### src/rtl/block_stream_emitter_pkg.sv
// block_stream_emitter_pkg: command encodings, FSM states and keyword constants
// shared by the emitter and its keyword ROM.
package block_stream_emitter_pkg;

    localparam logic [1:0] CMD_BEGIN     = 2'b00;
    localparam logic [1:0] CMD_END       = 2'b01;
    localparam logic [1:0] CMD_FILLER    = 2'b10;
    localparam logic [1:0] CMD_CLOSE_ALL = 2'b11;

    typedef enum logic [1:0] {IDLE, CHAR, SEP, CLOSE} state_e;

    localparam logic [39:0] KW_BEGIN  = "begin";
    localparam logic [23:0] KW_END    = "end";
    localparam logic [7:0]  KW_FILLER = "x";
    localparam logic [7:0]  CH_SPACE  = 8'h20;

    localparam logic [2:0] LEN_BEGIN  = 3'd5;
    localparam logic [2:0] LEN_END    = 3'd3;
    localparam logic [2:0] LEN_FILLER = 3'd1;

    function automatic logic [7:0] ascii_case(input logic [7:0] c, input bit upper);
        return upper ? c - 8'h20 : c;
    endfunction

endpackage

### src/rtl/block_keyword_rom.sv
// block_keyword_rom: combinational lookup of keyword character idx_i for a command,
// with a flag marking the final keyword character. CLOSE_ALL spells "end".
module block_keyword_rom
    import block_stream_emitter_pkg::*;
#(
    parameter bit UPPER = 1'b0
) (
    input  logic [1:0] cmd_i,
    input  logic [2:0] idx_i,
    output logic [7:0] char_o,
    output logic       last_o
);

    logic [39:0] word;
    logic [2:0]  len;
    logic [2:0]  pos;

    // Keywords are right-aligned in word, so character idx sits (len-1-idx) bytes up.
    always_comb begin
        word   = cmd_i == CMD_BEGIN ? KW_BEGIN : cmd_i == CMD_FILLER ? {32'd0, KW_FILLER} : {16'd0, KW_END};
        len    = cmd_i == CMD_BEGIN ? LEN_BEGIN : cmd_i == CMD_FILLER ? LEN_FILLER : LEN_END;
        pos    = len - idx_i - 3'd1;
        char_o = ascii_case(8'(word >> {pos, 3'b000}), UPPER);
        last_o = idx_i == len - 3'd1;
    end

endmodule

### src/rtl/block_stream_emitter.sv
// block_stream_emitter: turns begin/end/filler/close-all commands into a balanced
// ASCII keyword stream. Define BLOCK_EMIT_UNBAL_EN to allow END at depth 0.
module block_stream_emitter
    import block_stream_emitter_pkg::*;
#(
    parameter int DEPTH_W = 4,
    parameter bit UPPER   = 1'b0
) (
    input  logic               clk,
    input  logic               reset_n,
    input  logic               cmd_valid,
    input  logic [1:0]         cmd,
    output logic               cmd_ready,
    output logic [7:0]         out_char,
    output logic               out_valid,
    input  logic               out_ready,
    output logic [DEPTH_W-1:0] depth,
    output logic               balanced,
    output logic               cmd_err,
    output logic               cmd_done
);

    localparam logic [DEPTH_W-1:0] DEPTH_MAX = '1;
    localparam logic [DEPTH_W-1:0] DEPTH_ONE = DEPTH_W'(1);

    state_e             state_q, state_d;
    logic [2:0]         idx_q, idx_d;
    logic [1:0]         cmd_q, cmd_d;
    logic [DEPTH_W-1:0] depth_q, depth_d;
    logic               unbal_q, unbal_d;
    logic [7:0]         rom_char;
    logic               rom_last;
    logic               accept;
    logic               hs;

    block_keyword_rom #(.UPPER(UPPER)) u_rom (
        .cmd_i  (cmd_q),
        .idx_i  (idx_q),
        .char_o (rom_char),
        .last_o (rom_last)
    );

    assign cmd_ready = state_q == IDLE;
    assign out_valid = state_q == CHAR || state_q == SEP;
    assign out_char  = state_q == CHAR ? rom_char : state_q == SEP ? CH_SPACE : 8'h00;
    assign depth     = depth_q;
    assign balanced  = depth_q == '0 && !unbal_q;
    assign accept    = cmd_valid && cmd_ready;
    assign hs        = out_valid && out_ready;

    always_comb begin
        state_d  = state_q;
        idx_d    = idx_q;
        cmd_d    = cmd_q;
        depth_d  = depth_q;
        unbal_d  = unbal_q;
        cmd_err  = 1'b0;
        cmd_done = 1'b0;
        unique case (state_q)
            IDLE: if (accept) begin
                cmd_d = cmd;
                idx_d = 3'd0;
                unique case (cmd)
                    CMD_BEGIN: begin
                        cmd_err = depth_q == DEPTH_MAX;
                        depth_d = cmd_err ? depth_q : depth_q + DEPTH_ONE;
                        state_d = cmd_err ? IDLE : CHAR;
                    end
                    CMD_END: begin
`ifdef BLOCK_EMIT_UNBAL_EN
                        unbal_d = unbal_q || depth_q == '0;
                        depth_d = depth_q == '0 ? depth_q : depth_q - DEPTH_ONE;
                        state_d = CHAR;
`else
                        cmd_err = depth_q == '0;
                        depth_d = cmd_err ? depth_q : depth_q - DEPTH_ONE;
                        state_d = cmd_err ? IDLE : CHAR;
`endif
                    end
                    CMD_FILLER: state_d = CHAR;
                    default:    state_d = depth_q == '0 ? CLOSE : CHAR;
                endcase
            end
            CHAR: if (hs) begin
                state_d = rom_last ? SEP : CHAR;
                idx_d   = rom_last ? idx_q : idx_q + 3'd1;
            end
            // Close-all chains the next "end " straight off the space handshake.
            SEP: if (hs) begin
                if (cmd_q == CMD_CLOSE_ALL) begin
                    depth_d  = depth_q - DEPTH_ONE;
                    cmd_done = depth_q == DEPTH_ONE;
                    state_d  = cmd_done ? IDLE : CHAR;
                    idx_d    = 3'd0;
                end else begin
                    cmd_done = 1'b1;
                    state_d  = IDLE;
                end
            end
            CLOSE: begin
                cmd_done = 1'b1;
                state_d  = IDLE;
            end
        endcase
    end

    always_ff @(posedge clk or negedge reset_n) begin
        if (!reset_n) begin
            state_q <= IDLE;
            idx_q   <= 3'd0;
            cmd_q   <= CMD_BEGIN;
            depth_q <= '0;
            unbal_q <= 1'b0;
        end else begin
            state_q <= state_d;
            idx_q   <= idx_d;
            cmd_q   <= cmd_d;
            depth_q <= depth_d;
            unbal_q <= unbal_d;
        end
    end

endmodule

### config.mk
export PLATFORM = sky130hd
export DESIGN_NAME = block_stream_emitter
export DESIGN_NICKNAME = d
export VERILOG_FILES = /design/src/rtl/block_stream_emitter_pkg.sv /design/src/rtl/block_keyword_rom.sv /design/src/rtl/block_stream_emitter.sv
export SDC_FILE = /design/constraint.sdc
export NUM_CORES = 1
export LEC_CHECK = 0
export BUFFER_PORTS_ARGS = -buffer_cell sky130_fd_sc_hd__buf_2
export CORE_MARGIN = 5
export CORE_UTILIZATION = 40
export CTS_CLUSTER_SIZE = 8
export DETAILED_ROUTE_END_ITERATION = 8
export GPL_TIMING_DRIVEN = 0
export REMOVE_ABC_BUFFERS = 1
export SYNTH_ARGS = -nofsm -noshare
export SYNTH_HDL_FRONTEND = slang
export SYNTH_SLANG_ARGS = --single-unit
### constraint.sdc
create_clock -name clk -period 2.78 [get_ports clk]
set_input_delay 0.139 -clock clk [delete_from_list [all_inputs] [get_ports clk]]
set_output_delay 0.139 -clock clk [all_outputs]
set_load 0.1 [all_outputs]
==> reports/metrics.yaml <==
status:
  status: "finished, final reports clean"
synth:
  synth_warnings: 0
  synth_seq_area_share_pct: 21.2
  postSynthAreaPerCell_um2: 9.26
  yosys.area.top_type: "dfrtp_1"
  synth_top_area_share_pct: 21.2
  synth_edf_count: 0
  synth_cells: 140
  synth.distinct_cells: 52
  yosys-top-cells-area: "dfrtp_1 21%, ha_1 11%, a2111oi_4 4.2%"
  synth-seq-cells: 11
  synth_commonest_cells: "11 x dfrtp_1, 11 x ha_1, 11 x nand2_1"
  synth_ff_type: "dfrtp_1"
  async_flop_share_pct: 100
  syn_area_mm2: 0.00130
worst_setup_path:
  critPathMaxStageDelay_ns: 0.55
  critical_path.startpoint_type: "flip-flop"
  critical-path-slowest-cell: "dfrtp_4"
  setup.reg_to_reg.worst_slack_ns: 0.89
  worstPathCellList: "xnor2_2, ha_2, and2b_2, mux2_1, and3_4, nor4_2, buf_6"
  crit_arrival_ns: 2.52
  crit_required_ns: 2.64
  crit_path_end_kind: "output port"
  criticalPathCategory: "flip-flop to output port"
  worstPathMaxFanout: 11
sta:
  rsz0062_at_grt: "false"
  setup_viol_count_final: 0
  finalMaxSlewViolations: 0
  fmaxAchievable_mhz: 376
  hold_violations: 0
  worstMarginPinSlew_ns: 0.508
  fin_crit_sh_pct: 95.7
  fin_crit_ns: 2.66
  slew_headroom_pct: 66.1
  fin_skew_ns: 0.00757
global_route:
  grt_usage_pct: 13.5
  grt_overflow: 0
  use_met2_pct: 22.9
  antenna_found_initial: 0
  grt_pass1_vias: 1071
  grt_use_met3_pct: 3.04
  grt_pass1_wl_um: 4850
  top_usage_layer: "met2"
  use_met1_pct: 18.3
  grt_max_degree: 21
clocking:
  clkSlewWorstSetupHoldPaths_ns: 0.06
  cts_buffer_depth: 2
  root_buffer: "clkbuf_4"
  cts_tree: "done"
  clk_latency_ns: 0.26
  htree_levels: 1
  cts_buffers: 3
  cts_num_sinks: 11
layout:
  syn_to_final_growth_pct: 12.9
  n_antenna_cell: 0
  drive_above_1_share_pct: 29.7
  multiInputGateArea_um2: 906
  layout.nets: 176
  final_area_mm2: 0.00146
  n_fill_cell: 291
  regArea_um2: 280
die:
  initial_core_util_pct: 42.1
  die_w_um: 66.9
  std_cell_rows: 20
  ioPinCount: 23
  dieArea_mm2: 0.00448
  core-area_mm2: 0.00308
  die_y_um: 66.9
drt:
  dr.pass1.iters: 4
  wl_um: 2890
  drt-vias-per-instance: 5.41
  ant_nets: 0
  drt_iter0_drc: 22
  drc: 0
  detail_route.wl_per_cell_um: 14.3
  vias: 1092
placed_design:
  placed_cell_area_mm2: 0.00137
  dpl.hpwl_um: 2110
  portBuffers: 21
  gp_congestion: 0.775
worst_hold_path:
  hold_path.class: "primary input to flip-flop"
run:
  maxCapViolCount: 0
-- final timing paths --
path,cells past startpoint,from,end
setup / recovery,7,cmd_q[0]$_DFFE_PN0P_,out_char[0]
min in group asynchronous,2,reset_n,depth[1]$_DFFE_PN0P_
hold / removal,2,cmd[0],cmd_q[0]$_DFFE_PN0P_
setup reg to reg,6,state_q[0]$_DFFE_PN0P_,idx_q[2]$_DFFE_PN0P_
hold reg to reg,1,depth[3]$_DFFE_PN0P_,depth[3]$_DFFE_PN0P_
max in group asynchronous,2,reset_n,cmd_q[0]$_DFFE_PN0P_
-- final cells by class --
type / count / area share (%)
repair buffers: 23 / 10.9
flip-flops and latches: 11 / 19.1
inverters: 10 / 2.56
clock buffers: 4 / 1.79
well taps: 44 / 3.76
multi-input cells: 110 / 61.9
-- registers in the layout (all words and copies together), names as in the netlist --
signal,flops
depth,4
idx_q,3
state_q,2
cmd_q,2
-- layout by cell type (no fill, tap or decap), types with 3 or more instances in the layout --
| cell | n |
|---|---|
| a21oi_1 | 3 |
| buf_6 | 5 |
| xnor2_1 | 4 |
| nor3_1 | 3 |
| o31ai_1 | 4 |
| o221ai_1 | 3 |
| nor2_1 | 9 |
| xor2_1 | 3 |
| clkbuf_4 | 3 |
| buf_4 | 3 |
| dfrtp_1 | 9 |
| buf_2 | 14 |
| ha_1 | 9 |
| o21ai_0 | 3 |
| nand2b_1 | 5 |
| nand2_1 | 11 |
| nand4_1 | 3 |
| nor3b_1 | 4 |
| mux2_2 | 3 |
| inv_1 | 10 |
-- metrics by stage --
| stage | std cells | setup WS, ns | TNS [ns] | hold slack, ns | utilization, % |
|---|---|---|---|---|---|
| 6_report | 202 | 0.121 | 0 | 0.198 | 47.6 |
| 3_5_place_dp | 196 | 0.00671 | 0 | 0.0206 | 44.4 |
| 2_1_floorplan | 131 | -1.23 | -7.26 | -0.157 | - |
| 3_3_place_gp | 196 | 0.0580 | 0 | 0.0176 | 44.4 |
| 5_1_grt | 202 | 0.0159 | 0 | 0.198 | 47.6 |
| 4_1_cts | 201 | 0.00228 | 0 | 0.188 | 46.2 |
-- worst max-delay path: cells and delay by family (launching register included) --
family	cells	cell delay, ns
simple gates	3	0.67
flops	1	0.55
mux	1	0.33
buf+inv	1	0.27
fa+ha+maj	1	0.24
xor+xnor	1	0.21
-- routing by layer --
| layer | vias to the layer above | wire length (um) | share of wire [%] |
|---|---|---|---|
| li1 | 537 | - | - |
| met1 | 531 | 1340 | 46 |
| met2 | 24 | 1440 | 50 |
| met3 | 0 | 109 | 3.8 |
| met4 | 0 | 0 | 0 |
| met5 | - | 0 | 0 |
-- cell families after synthesis --
kind of cell / after synthesis / synth area share (%)
compound gates: 28 / 20.4
mux: 5 / 4.25
fa+ha+maj: 11 / 10.6
xor+xnor: 8 / 5.41
buf+inv: 19 / 9.85
other cells: 1 / 0.289
flops: 11 / 21.2
simple gates: 57 / 28.0
-- timing repair --
action,in CTS,in global routing
hold endpoints to repair,11,0
pin swaps,0,1
setup buffers,0,1
hold buffers,1,0
endpoints found under the setup margin,7,7
gates resized for setup,8,10
Power is left out: the tool's default activity adds up to more than one toggle a clock period on the data nets, which glitch-free logic cannot reach.
